[src/rtl/tff_count_ctrl.sv]
// Start/stop sequencer for a bank of T flip-flops counting to a programmable limit.
// Optional TFFC_DOWN_EN adds the dir port and down counting.
module tff_count_ctrl #(
  parameter int unsigned WIDTH = 8
) (
  input  logic             clk,
  input  logic             rstn,
  input  logic             start,
  input  logic             stop,
  input  logic [WIDTH-1:0] limit,
  input  logic             auto_reload,
`ifdef TFFC_DOWN_EN
  input  logic             dir,
`endif
  output logic [WIDTH-1:0] t_vec,
  output logic [WIDTH-1:0] q,
  output logic             busy,
  output logic             tc,
  output logic             done
);

  typedef enum logic [1:0] {
    S_IDLE = 2'd0,
    S_RUN  = 2'd1,
    S_DONE = 2'd2
  } state_t;

  state_t           r_state;
  state_t           w_state_nxt;
  logic [WIDTH-1:0] r_q;
  logic [WIDTH-1:0] r_limit;
  logic             r_auto_reload;
  logic             w_dir_r;
  logic             w_dir_live;
  logic [WIDTH-1:0] w_start_live;
  logic [WIDTH-1:0] w_start_val;
  logic [WIDTH-1:0] w_end_val;
  logic [WIDTH-1:0] w_step;
  logic [WIDTH-1:0] w_t_vec;
  logic             w_tc;
  logic             w_accept;

`ifdef TFFC_DOWN_EN
  logic r_dir;
  assign w_dir_r    = r_dir;
  assign w_dir_live = dir;
`else
  assign w_dir_r    = 1'b0;
  assign w_dir_live = 1'b0;
`endif

  assign w_start_live = w_dir_live ? limit : '0;
  assign w_start_val  = w_dir_r ? r_limit : '0;
  assign w_end_val    = w_dir_r ? '0 : r_limit;
  assign w_tc         = (r_state == S_RUN) && (r_q == w_end_val);

  // Ripple toggle chain: bit i flips when all lower bits are 1 (up) or 0 (down)
  always_comb begin
    logic carry;
    w_step = '0;
    carry  = 1'b1;
    for (int i = 0; i < int'(WIDTH); i++) begin
      w_step[i] = carry;
`ifdef TFFC_DOWN_EN
      carry = carry & (w_dir_r ? ~r_q[i] : r_q[i]);
`else
      carry = carry & r_q[i];
`endif
    end
  end

  // Next state and toggle vector; loads are expressed as q ^ target
  always_comb begin
    w_state_nxt = r_state;
    w_t_vec     = '0;
    w_accept    = 1'b0;
    case (r_state)
      S_RUN: begin
        if (stop) begin
          w_state_nxt = S_IDLE;
        end else if (w_tc) begin
          if (r_auto_reload) w_t_vec = r_q ^ w_start_val;
          else               w_state_nxt = S_DONE;
        end else begin
          w_t_vec = w_step;
        end
      end
      default: begin
        if (start) begin
          w_accept    = 1'b1;
          w_t_vec     = r_q ^ w_start_live;
          w_state_nxt = S_RUN;
        end else begin
          w_state_nxt = S_IDLE;
        end
      end
    endcase
  end

  always_ff @(posedge clk or negedge rstn) begin
    if (!rstn) begin
      r_state       <= S_IDLE;
      r_q           <= '0;
      r_limit       <= '0;
      r_auto_reload <= 1'b0;
    end else begin
      r_state <= w_state_nxt;
      r_q     <= r_q ^ w_t_vec;
      if (w_accept) begin
        r_limit       <= limit;
        r_auto_reload <= auto_reload;
      end
    end
  end

`ifdef TFFC_DOWN_EN
  always_ff @(posedge clk or negedge rstn) begin
    if (!rstn)         r_dir <= 1'b0;
    else if (w_accept) r_dir <= dir;
  end
`endif

  assign t_vec = w_t_vec;
  assign q     = r_q;
  assign tc    = w_tc;
  assign busy  = (r_state == S_RUN);
  assign done  = (r_state == S_DONE);

endmodule

[config.mk]
export PLATFORM = sky130hd
export DESIGN_NAME = tff_count_ctrl
export DESIGN_NICKNAME = d
export VERILOG_FILES = /design/src/rtl/tff_count_ctrl.sv
export SDC_FILE = /design/constraint.sdc
export NUM_CORES = 1
export LEC_CHECK = 0
export ABC_AREA = 1
export CAP_MARGIN = 30
export CORE_ASPECT_RATIO = 0.9
export CORE_UTILIZATION = 49
export CTS_BUF_LIST = sky130_fd_sc_hd__clkbuf_8
export CTS_CLUSTER_SIZE = 28
export DETAILED_ROUTE_END_ITERATION = 12
export PLACE_DENSITY = 0.82
export RECOVER_POWER = 100
export SYNTH_ARGS = -nofsm -noshare
export SYNTH_HDL_FRONTEND = slang
export SYNTH_SLANG_ARGS = --single-unit
[constraint.sdc]
create_clock -name clk -period 1.8 [get_ports clk]
set_clock_uncertainty 0.05 [all_clocks]
set_input_delay 0.27 -clock clk [delete_from_list [all_inputs] [get_ports clk]]
set_output_delay 0.27 -clock clk [all_outputs]
set_load 0.05 [all_outputs]
==> run metrics <==
initial antenna violation count=1; port buffer count=31; layout cells sized above 1=0.444; total of max-cap violations=0; Post-Syn Nets=172; global-route wire length before repair=6.00 mm; LEAKAGE=0.961 nW; Die W=52.7 µm; dpl cells=236; CP Data Arrival Time=2.02 ns; CTS tree=built; DP HPWL=2.63 mm; # setup viols final=17; CP Max Fanout=5; Min Hold Slack=0.474 ns; Worst-Margin Slew=1.14 ns; vias=approximately 1.6k; Distinct cells, synth=22; post-synth top area share=0.419; clk sinks=19; grt ovf=0; warnings from Yosys=0; Syn-to-layout area delta=79.4%; maximum buffer depth of the clock tree=2; n_diodes=0; H-Tree Depth=1; CP endpoint kind=output pin; max_slew headroom=0.243; largest net degree at the start of global routing=20; Clock Latency Late Sink=0.27 ns; gpl congestion=0.837; die footprint=0.00251 mm²; Hold Crit Depth=2; Worst setup SP type=flop; sequential area share after synthesis=0.419; vias in the first global route=1260; Peak supply drop=0.00111 V; Design Power=2.42 mW; Final Hold Violating Endpoints=0; Final Util=0.933; CP required=1.48 ns; Synth Register Bits=19; filler cell count=80; Mapped Cells=159; cell area after synthesis=about 0.0011 mm²; GRT Util Overall=0.342; Pins Over Slew Limit=0; status=finished with violations; Initial Utilization=0.520; crit path time final=2.34 ns; pwr/cell area=1190 mW/mm²; final worst slack=-0.540 ns; Die Ht=~48 µm; post-synthesis average cell area=7.14 µm²; first-pass detailed-route iteration total=5; Non-Filler Instances=~250; R2R cell count=11; failing checks=negative setup slack; initial DRC count=between 90 and 100; Hold WC Path Type=reg2reg; Core ar.=0.00218 mm²; ys async rst share=1.00; Wirelength per Cell=22.8 µm; drt drc=0; row count=16; Setup CP Type=reg2out; ANT nets after route=0; fin crit share=1.30; post-DR vias/cell=between 6 and 7; Hold-fix buffers, CTS=0; most frequent cell after synthesis=nand2_1; synth top area cells=dfrtp_1, nand2_1, nand3_1; Post-synth EDFFs=0; leading area contributor after synthesis=dfrtp_1; Synth top cells by count=nand2_1, dfrtp_1, nand3_1; cts bufs inserted=3; Max Fclk=427 MHz; I/O pins=32; clock slew at reported path FFs=0.08 ns; Clk Tree Root Cell=clkbuf_8; routed wire length=5.74 mm; setup repair after global routing missed its margin=true; most common flop cell mapped by yosys=dfrtp_1; # nets final=239
==> state kept, by name, summed over array words and instances (netlist names) <==
register,count
q,8
r_limit,8
r_auto_reload,1
r_state,2
==> report_power, final <==
part	internal [mW]	total, mW	switching, mW
clock	0.153	0.327	0.174
combinational	0.531	1.44	0.911
sequential	0.530	0.651	0.121
==> worst max-delay path, stage by stage (launching register included) <==
cell and delay, ns:
dfrtp_1 0.44, xnor2_2 0.23, nand2_1 0.13, nor2_4 0.22, buf_6 0.16, nand3_2 0.08, nand2_1 0.11, inv_1 0.07
nand2_2 0.10, nand2_4 0.06, buf_12 0.14
==> cell families after synthesis <==
kind of cell	after synthesis	share of synthesized area
buf+inv	21	0.0706
xor+xnor	5	0.0386
flops	19	0.419
simple gates	93	0.376
compound gates	21	0.0959
==> cell type report <==
class | instances | area [µm²] | area share
Clock buffer | 3 | 41.3 | 0.0203
Clock inverter | 1 | 3.75 | 0.00184
Inverter | 17 | 68.8 | 0.0338
Multi-Input combinational cell | 119 | 778 | 0.382
Sequential cell | 19 | 485 | 0.238
Tap cell | 27 | 33.8 | 0.0166
Timing Repair Buffer | 66 | 624 | 0.307
==> worst paths after layout <==
check | end | start | slack [ns]
worst max-delay path | t_vec[2] | r_limit[7] | -0.54
worst min-delay path | r_limit[1] | r_limit[1] | 0.47
worst max register to register | q[6] | r_limit[7] | -0.28
worst min register to register | r_limit[1] | r_limit[1] | 0.47
max in group asynchronous | q[6] | rstn | 0.26
min in group asynchronous | r_state[1] | rstn | 0.68
==> cell usage in the layout, fill, tap and decap left out, types with 6 or more instances in the layout <==
cell | Yosys | layout
o21ai_1 | 10 | 7
clkdlybuf4s50_1 | 0 | 11
nand2_4 | 0 | 6
nand2_2 | 3 | 10
clkbuf_1 | 2 | 10
dfrtp_1 | 19 | 11
buf_4 | 0 | 31
buf_12 | 0 | 10
nand3_1 | 17 | 12
inv_1 | 14 | 11
dfrtp_2 | 0 | 8
nand2_1 | 64 | 51
==> metal layers <==
metal	GRT usage	vias up	part of all wire
met5	0	-	0
met4	0.163	0	0.091
met3	0.0667	57	0.11
met2	0.585	160	0.46
met1	0.422	762	0.34
li1	-	635	-
==> timing repair <==
item | in CTS | in global routing
endpoints found under the setup margin | 12 | 15
resized for setup | 16 | 18
setup buffers | 6 | 6
pin swaps | 4 | 10
==> through the flow <==
stage | cell area [µm²] | setup slack, ns | setup TNS, ns
final | 2040 | -0.540 | -5.48
after global routing | 2040 | -0.585 | -6.10
after CTS | 1960 | -0.327 | -2.58
after detailed placement | 1820 | -0.144 | -0.502
after global placement | 1820 | -0.0410 | -0.126
after floorplan | 1240 | -0.175 | -0.557
(Power assumes the default switching activity.)
